`config.mk`:
```
export PLATFORM = sky130hd
export DESIGN_NAME = apb_rr_arbiter_flat
export DESIGN_NICKNAME = d
export VERILOG_FILES = /design/src/rtl/apb_rr_arbiter_if.sv /design/src/rtl/apb_rr_arbiter.sv /design/src/flat_wrapper.sv
export SDC_FILE = /design/constraint.sdc
export NUM_CORES = 1
export LEC_CHECK = 0
export CAP_MARGIN = 40
export CORE_MARGIN = 4
export CORE_UTILIZATION = 35
export DETAILED_ROUTE_END_ITERATION = 7
export DONT_BUFFER_PORTS = 1
export PLACE_DENSITY = 0.52
export SLEW_MARGIN = 20
export SYNTH_ARGS = -nofsm -noshare
export SYNTH_HDL_FRONTEND = slang
export SYNTH_SLANG_ARGS = --single-unit
```
`constraint.sdc`:
```
create_clock -name pclk -period 4.6 [get_ports pclk]
set_clock_uncertainty 0.15 [all_clocks]
set_input_delay 0.23 -clock pclk [delete_from_list [all_inputs] [get_ports pclk]]
set_output_delay 0.23 -clock pclk [all_outputs]
set_load 0.05 [all_outputs]
```
`src/rtl/apb_rr_arbiter_if.sv`:
```
// Client command/response handshake plus apb_master command and bus-tap signals
// for apb_rr_arbiter. The slave modport is the arbiter side.
interface apb_rr_arbiter_if #(
  parameter int NREQ   = 4,
  parameter int ADDR_W = 4,
  parameter int DATA_W = 16
);
  logic [NREQ-1:0]        req_valid;
  logic [NREQ-1:0]        req_rw;
  logic [NREQ*ADDR_W-1:0] req_addr;
  logic [NREQ*DATA_W-1:0] req_wdata;
  logic [NREQ-1:0]        req_ready;
  logic [NREQ-1:0]        rsp_valid;
  logic [DATA_W-1:0]      rsp_rdata;
  logic                   m_transfer;
  logic                   m_rw;
  logic [ADDR_W-1:0]      m_rd_addr;
  logic [ADDR_W-1:0]      m_wr_addr;
  logic [DATA_W-1:0]      m_wr_val;
  logic                   psel;
  logic                   penable;
  logic                   pready;
  logic [DATA_W-1:0]      prdata;

  modport slave (
    input  req_valid, req_rw, req_addr, req_wdata, psel, penable, pready, prdata,
    output req_ready, rsp_valid, rsp_rdata, m_transfer, m_rw, m_rd_addr, m_wr_addr, m_wr_val
  );

  modport master (
    output req_valid, req_rw, req_addr, req_wdata, psel, penable, pready, prdata,
    input  req_ready, rsp_valid, rsp_rdata, m_transfer, m_rw, m_rd_addr, m_wr_addr, m_wr_val
  );
endinterface

```
`src/rtl/apb_rr_arbiter.sv`:
```
// Four-way round-robin front end for a single apb_master: one command in flight,
// completion detected by monitoring psel & penable & pready on the bus.
module apb_rr_arbiter #(
  parameter int NREQ   = 4,
  parameter int ADDR_W = 4,
  parameter int DATA_W = 16
) (
  input  logic              pclk,
  input  logic              preset,
  apb_rr_arbiter_if.slave   bus
);
  typedef enum logic [1:0] {S_IDLE, S_ISSUE, S_WAIT} state_t;

  state_t            state, state_nxt;
  logic [1:0]        ptr, gnt_id, win, idx;
  logic              found, hs, complete;
  logic              cmd_rw;
  logic [ADDR_W-1:0] cmd_addr;
  logic [DATA_W-1:0] cmd_wdata;
  logic [NREQ-1:0]   rsp_valid_q;
  logic [DATA_W-1:0] rsp_rdata_q;

  // Scan downward so the requester closest to ptr is the last match and wins.
  always_comb begin
    win   = ptr;
    idx   = ptr;
    found = 1'b0;
    for (int k = NREQ-1; k >= 0; k--) begin
      idx = ptr + 2'(k);
      if (bus.req_valid[idx]) begin
        win   = idx;
        found = 1'b1;
      end
    end
  end

  assign hs       = (state == S_IDLE) && found && !preset;
  assign complete = (state == S_WAIT) && bus.psel && bus.penable && bus.pready;

  always_comb begin
    state_nxt = state;
    case (state)
      S_IDLE:  if (hs) state_nxt = S_ISSUE;
      S_ISSUE: state_nxt = S_WAIT;
      S_WAIT:  if (complete) state_nxt = S_IDLE;
      default: state_nxt = S_IDLE;
    endcase
  end

  always_comb begin
    bus.req_ready = '0;
    if (hs) bus.req_ready[win] = 1'b1;
  end

  always_ff @(posedge pclk) begin
    if (preset) state <= S_IDLE;
    else        state <= state_nxt;
  end

  always_ff @(posedge pclk) begin
    if (preset) begin
      ptr         <= '0;
      gnt_id      <= '0;
      cmd_rw      <= 1'b0;
      cmd_addr    <= '0;
      cmd_wdata   <= '0;
      rsp_valid_q <= '0;
      rsp_rdata_q <= '0;
    end else begin
      rsp_valid_q <= '0;
      if (hs) begin
        cmd_rw    <= bus.req_rw[win];
        cmd_addr  <= bus.req_addr[win*ADDR_W +: ADDR_W];
        cmd_wdata <= bus.req_wdata[win*DATA_W +: DATA_W];
        gnt_id    <= win;
        ptr       <= win + 2'd1;
      end
      if (complete) begin
        rsp_valid_q[gnt_id] <= 1'b1;
        rsp_rdata_q         <= cmd_rw ? '0 : bus.prdata;
      end
    end
  end

  // Held from the command register so the master sees a stable command
  // across SETUP and every ACCESS wait state.
  assign bus.m_transfer = (state == S_ISSUE);
  assign bus.m_rw       = cmd_rw;
  assign bus.m_rd_addr  = cmd_addr;
  assign bus.m_wr_addr  = cmd_addr;
  assign bus.m_wr_val   = cmd_rw ? cmd_wdata : '0;
  assign bus.rsp_valid  = rsp_valid_q;
  assign bus.rsp_rdata  = rsp_rdata_q;
endmodule

```
`src/flat_wrapper.sv`:
```
// flat-port wrapper written by rule: the top's interface ports become plain ports
module apb_rr_arbiter_flat 
#(
  parameter int NREQ   = 4,
  parameter int ADDR_W = 4,
  parameter int DATA_W = 16
)
  (pclk, preset, bus_req_valid, bus_req_rw, bus_req_addr, bus_req_wdata, bus_psel, bus_penable, bus_pready, bus_prdata, bus_req_ready, bus_rsp_valid, bus_rsp_rdata, bus_m_transfer, bus_m_rw, bus_m_rd_addr, bus_m_wr_addr, bus_m_wr_val);
  apb_rr_arbiter_if #(.NREQ(NREQ), .ADDR_W(ADDR_W), .DATA_W(DATA_W)) bus_i ();
  input  logic pclk;
  input  logic preset;
  input wire logic [$bits(bus_i.req_valid)-1:0] bus_req_valid;
  input wire logic [$bits(bus_i.req_rw)-1:0] bus_req_rw;
  input wire logic [$bits(bus_i.req_addr)-1:0] bus_req_addr;
  input wire logic [$bits(bus_i.req_wdata)-1:0] bus_req_wdata;
  input wire logic [$bits(bus_i.psel)-1:0] bus_psel;
  input wire logic [$bits(bus_i.penable)-1:0] bus_penable;
  input wire logic [$bits(bus_i.pready)-1:0] bus_pready;
  input wire logic [$bits(bus_i.prdata)-1:0] bus_prdata;
  output wire logic [$bits(bus_i.req_ready)-1:0] bus_req_ready;
  output wire logic [$bits(bus_i.rsp_valid)-1:0] bus_rsp_valid;
  output wire logic [$bits(bus_i.rsp_rdata)-1:0] bus_rsp_rdata;
  output wire logic [$bits(bus_i.m_transfer)-1:0] bus_m_transfer;
  output wire logic [$bits(bus_i.m_rw)-1:0] bus_m_rw;
  output wire logic [$bits(bus_i.m_rd_addr)-1:0] bus_m_rd_addr;
  output wire logic [$bits(bus_i.m_wr_addr)-1:0] bus_m_wr_addr;
  output wire logic [$bits(bus_i.m_wr_val)-1:0] bus_m_wr_val;
  assign bus_i.req_valid = bus_req_valid;
  assign bus_i.req_rw = bus_req_rw;
  assign bus_i.req_addr = bus_req_addr;
  assign bus_i.req_wdata = bus_req_wdata;
  assign bus_i.psel = bus_psel;
  assign bus_i.penable = bus_penable;
  assign bus_i.pready = bus_pready;
  assign bus_i.prdata = bus_prdata;
  assign bus_req_ready = bus_i.req_ready;
  assign bus_rsp_valid = bus_i.rsp_valid;
  assign bus_rsp_rdata = bus_i.rsp_rdata;
  assign bus_m_transfer = bus_i.m_transfer;
  assign bus_m_rw = bus_i.m_rw;
  assign bus_m_rd_addr = bus_i.m_rd_addr;
  assign bus_m_wr_addr = bus_i.m_wr_addr;
  assign bus_m_wr_val = bus_i.m_wr_val;
  apb_rr_arbiter #(.NREQ(NREQ), .ADDR_W(ADDR_W), .DATA_W(DATA_W)) u_core (.pclk(pclk), .preset(preset), .bus(bus_i));
endmodule
```
; ---- After elaboration in Yosys (flattened, before gate mapping)
; Cells that the tools add are included.
[totals]
reg_bits = 47
inputBits = 109
out_inout_bits = 50
word_cells = 66
[op_classes]
add_sub_neg = 4
n_lt_le_gt_ge = 8
n_eq_ne = 4
n_shift = 2
mux = 28
n_bitwise = 1
n_reduce_logical = 11
[ops]
columns = operator, count
row1 = indexed part select 64 x 7 -> 16 bit, 1
row2 = two-way mux 16 bit, 2
row3 = less-than comparator 2 x 3 -> 1 bit (second input constant), 6
row4 = indexed part select 16 x 5 -> 4 bit, 1
row5 = two-way mux 2 bit, 6
row6 = two-way mux 1 bit, 11
row7 = binary-select mux 1 bit (select 2 bit), 5
row8 = logical AND 1 bit, 7
row9 = one-hot mux 2 bit (3 select lines), 1
row10 = adder 2 x 1 -> 2 bit (second input constant), 2
row11 = adder 2 bit (second input constant), 2
row12 = demux 1 bit (select 2 bit), 2
row13 = >= comparator 2 x 1 -> 1 bit (second input constant), 2
row14 = two-way mux 4 bit, 1
row15 = inequality test 2 x 1 -> 1 bit (second input constant), 2
row16 = == test 2 x 1 -> 1 bit (second input constant), 1
row17 = == test 2 bit (second input constant), 1
row18 = zero test 2 bit, 1
row19 = AND reduction 2 bit, 1
row20 = OR reduction 2 bit, 1
row21 = zero test 1 bit, 1
row22 = NOT 1 bit, 1

; ---- Depth between registers and ports, before layout
[logic_depth]
word_depth = 12
ltp_mapped = 8
ltp_nobuf = 6

; ---- Worst setup path after synthesis
; OpenSTA, ideal clock, no wires.
[synth_path]
kind = reg-to-output
from = register u_core.ptr[1]
to = output port bus_req_ready[2]
arrival_time_ns = 1.843
required_ns = 4.220
slack_ns = 2.377
path_stages_with_launch = 7
path_buffers = 1
path_cell_list = dfxtp_1 > and3b_1 > or4_4 > nand2_8 > buf_12 > ha_1 > and2_1
[synth_between]
elab_chain_len = 12
word_cells_on_any_way = 27
cone_classes = add/sub: 3 / order compare: 2 / mux: 19 / reduce/logical: 3
[synth_rtl]
columns = item, line
row1 = from (decl), apb_rr_arbiter.sv:15  ; logic [1:0] ptr, gnt_id, win, idx;
row2 = from (signal assigned), apb_rr_arbiter.sv:76  ; ptr <= win + 2'd1;
row3 = adder 2 bit, apb_rr_arbiter.sv:29  ; idx = ptr + 2'(k);
row4 = binary-select mux 1 bit (select 2 bit), apb_rr_arbiter.sv:30  ; if (bus.req_valid[idx]) begin
row5 = two-way mux 1 bit (not written as such), apb_rr_arbiter.sv:30
row6 = two-way mux 2 bit (3 in a row), apb_rr_arbiter.sv:30
row7 = two-way mux 2 bit (*), apb_rr_arbiter.sv:30
row8 = via u_core.win[1], apb_rr_arbiter.sv:15
row9 = less-than comparator 2 x 3 -> 1 bit (not written as such) or >= comparator 2 x 1 -> 1 bit (tied branches), apb_rr_arbiter.sv:52  ; if (hs) bus.req_ready[win] = 1'b1;
row10 = logical AND 1 bit (not written as such), apb_rr_arbiter.sv:52
row11 = two-way mux 1 bit (not written as such), apb_rr_arbiter.sv:52
row12 = demux 1 bit (select 2 bit) (*), n/a
row13 = two-way mux 4 bit (*), apb_rr_arbiter.sv:52
row14 = to (decl), flat_wrapper.sv:20  ; output wire logic [$bits(bus_i.req_ready)-1:0] bus_req_ready;
; The timed path passes the listed nets; every way through them passes the cells marked *. The select of a mux whose other input is x is not followed.

; ---- Worst setup path in the final report
[layout_path]
from = register u_core.ptr[1]
to = output port bus_req_ready[3]
[layout_between]
elab_chain_len = 12
word_cells_on_any_way = 27
cone_classes = add/sub: 3 / order compare: 2 / mux: 19 / reduce/logical: 3
[layout_rtl]
columns = item, line
row1 = adder 2 bit, apb_rr_arbiter.sv:29
row2 = binary-select mux 1 bit (select 2 bit), apb_rr_arbiter.sv:30
row3 = two-way mux 1 bit (not written as such), apb_rr_arbiter.sv:30
row4 = two-way mux 2 bit (4 in a row), apb_rr_arbiter.sv:30
row5 = less-than comparator 2 x 3 -> 1 bit (not written as such) or >= comparator 2 x 1 -> 1 bit (tied branches), apb_rr_arbiter.sv:52
row6 = logical AND 1 bit (not written as such), apb_rr_arbiter.sv:52
row7 = two-way mux 1 bit (not written as such), apb_rr_arbiter.sv:52
row8 = demux 1 bit (select 2 bit), n/a
row9 = two-way mux 4 bit (*), apb_rr_arbiter.sv:52
; Every way passes the cells marked *; elsewhere a longest branch is shown, timed or not. The select of a mux whose other input is x is not followed.

==> reports/results.ini <==
[sta]
rsz0062_at_grt = false
slew_headroom_pct = 52.35
worst_pin_slew_ns = 0.7131
slew_viol_final = 0
finalHoldViolCount = 0
fin_crit_sh_pct = 60.26
min_period_ns = 2.772
setup_viol = 0
tns_ns = 0
timing.fmax_ghz = 0.3608

[logic_synthesis]
yosysWarnings = 0
synth_fp_nets = 353
synth_common_cells = dfxtp_1, mux2i_1, nand3b_1, and2_1, o221ai_2
ys.flop_type = dfxtp_1
syn_area_per_cell_um2 = 10.69
syn-cell-area_um2 = 2566
yosys.area.top_type_share_pct = 36.67
ys_types = 33
syn_inst = 240
synth_top_cell_by_area = dfxtp_1
ys_seq_elements = 47
synth_seq_area_share_pct = 36.67
post-synth-top-count-cell = dfxtp_1
synth_edf_count = 0
synthTopCellsByArea = dfxtp_1, mux2i_1, o221ai_2, nand3b_1, a22o_1
synthArstFlopShare_pct = 0

[grt]
grt_usage_pct = 14.35
grt_pass1_wl_um = 9887
grt_max_degree = 47
grt_pass1_vias = 1943
antenna_found_initial = 0
grt_overflow = 0

[setup_path]
arrival_ns = 2.39
start_kind = register
worst_setup_path_end_kind = output port
slowest_stage = or4_4
rr_worst_depth = 7
path_buf_inv = 0
path_delay_family = simple AND/OR/NAND/NOR gates
worst-path-stages = 5
cpPeakStageDelay_ns = 0.52
path_cells = and3b_1 -> or4_4 -> nand2_8 -> ha_1 -> and2_1
worstPathRequired_ns = 4.22
path_class = register to output port
cp_max_fo = 46

[clock_tree]
numCtsBuffers = 5
clk_pin_slew_ns = 0.09
cts_setup_buffers = 0
clkSinkCount = 47
cts.htree.levels = 2
cts_tree = yes
worstSkewPairLatency_ns = 0.29
clk_path_buf_depth = 2
cts_resized = 0
cts_root_buf = clkbuf_8
postCtsHoldBufs = 18

[final_layout]
num-fill-cells = 693
num_antenna_cells = 0
final_util_pct = 42.09
design.final.nets = 368
drive_above_1_share_pct = 16.41
final_cells = 352
areaGrowthSynthToFinish_pct = 13.90

[power]
combPwrFrac_pct = 30.7
sw_frac_of_total_pct = 37.39
power.internal_w = 0.0007101
power.total_w = 0.001134
p_switching_w = 0.0004241
peakVddDrop_uv = 148.4
clock_power_share_pct = 23.5
power_density_nw_per_um2 = 388.1
seq_power_share_pct = 45.8
leakage_nw = 1.089

[die]
dieArea_um2 = 8766
die_y_um = 93.63
initial_core_util_pct = 36.95
rows = 30
fp.coreArea_um2 = 6944
die_w_um = 93.63
io_pins = 159

[place]
place_inst = 326
gp_congestion = 0.6895
hpwl_um = 4740
io_buffers = 0

[route]
vias = 1925
drt_iter0_markers = 55
vias_per_cell = 5.469
drtPass1Iterations = 4
detail-route-antenna-nets = 0
finalWirelength_um = 6666
route.detailed.drc = 0
wl_per_cell_um = 18.94

[outcome]
status = completed

[job]
maxCapViolCount = 0

[hold_path]
worst_hold_path.num_cells = 2
hp-class = input pin to register

-- registers in the layout, summed over array words and instances, names as in the netlist --
| signal | cells |
|---|---|
| u_core.bus.m_rd_addr | 4 |
| u_core.bus.m_rw | 1 |
| u_core.ptr | 2 |
| u_core.gnt_id | 2 |
| u_core.state | 2 |
| u_core.bus.rsp_valid | 4 |
| u_core.bus.rsp_rdata | 16 |
| u_core.cmd_wdata | 16 |
-- layout make-up --
class                      count  area [um2]  share of cell area, %
multi-input combinational    167        1443                  49.36
sequential                    47       940.9                  32.19
timing repair buffer          29       301.5                  10.32
tap                           96       120.1                  4.110
clock buffer                   6       82.58                  2.825
inverter                       5       18.77                 0.6421
clock inverter                 2       16.27                 0.5565
-- layer usage --
| layer | wire (um) | GRT usage, % | vias to the layer above |
|---|---|---|---|
| li1 | - | - | 923 |
| met1 | 2651 | 16.31 | 908 |
| met2 | 3428 | 26.62 | 89 |
| met3 | 521 | 3.379 | 5 |
| met5 | 0 | 0 | - |
| met4 | 65 | 3.851 | 0 |
-- worst register-to-register path, delay by kind of cell, from the launching register on --
kind,cells,cell delay [ns]
AOI/OAI and AO/OA,3,0.55
DFF,1,0.45
and+or+nand+nor,1,0.53
buffers and inverters,3,0.44
-- path summary, 6_finish.rpt --
path                                               startpoint                                    to  slack [ns]
worst max-delay path               u_core.ptr[1]$_SDFFE_PP0P_                      bus_req_ready[3]        1.83
worst min-delay path                        bus_req_wdata[17]      u_core.cmd_wdata[1]$_SDFFE_PP0P_        0.01
worst min register to register  u_core.gnt_id[0]$_SDFFE_PP0P_    u_core.bus.rsp_valid[2]$_SDFF_PP0_        0.35
worst max register to register     u_core.ptr[1]$_SDFFE_PP0P_  u_core.bus.m_rd_addr[3]$_SDFFE_PP0P_        2.35
-- kinds of logic (layout without fill, tap and decap cells) --
group,Yosys count,after routing,synth area share [%]
simple gates,75,75,18.48
flops,47,47,36.66
compound gates,46,46,19.41
mux,42,42,16.38
buf+inv,26,42,7.119
fa+ha+maj,4,4,1.950
-- per-stage QoR --
stage / setup WS [ns] / hold WS [ns] / cell area [um2]
detailed placement: 2.129 / 0.1551 / 2644
global placement: 2.139 / 0.1552 / 2537
floorplan: 2.377 / 0.2057 / 2566
CTS: 1.770 / 0.0008496 / 2923
global route: 1.717 / 0.005244 / 2923
finish: 1.828 / 0.01190 / 2923
-- layout by cell type (no fill, tap or decap), types with 6 or more instances in the layout --
cell and n:
a22o_1 16, and2_1 20, clkbuf_8 6, dfxtp_1 47, dlygate4sd3_1 18, mux2i_1 42, nand2_1 9, nand3b_1 21
nor2_1 8, o221ai_2 18
-- power by group through the flow --
stage / Sequential, W / Combinational [W] / Clock [W]
final: 0.000520 / 0.000349 / 0.000266
after global routing: 0.000526 / 0.000376 / 0.000292
after CTS: 0.000521 / 0.000355 / 0.000278
after detailed placement: 0.000531 / 0.000339 / 0
after global placement: 0.000562 / 0.000272 / 0
after floorplan: 0.000518 / 0.000304 / 0
Power figures use the tool's default switching activity.
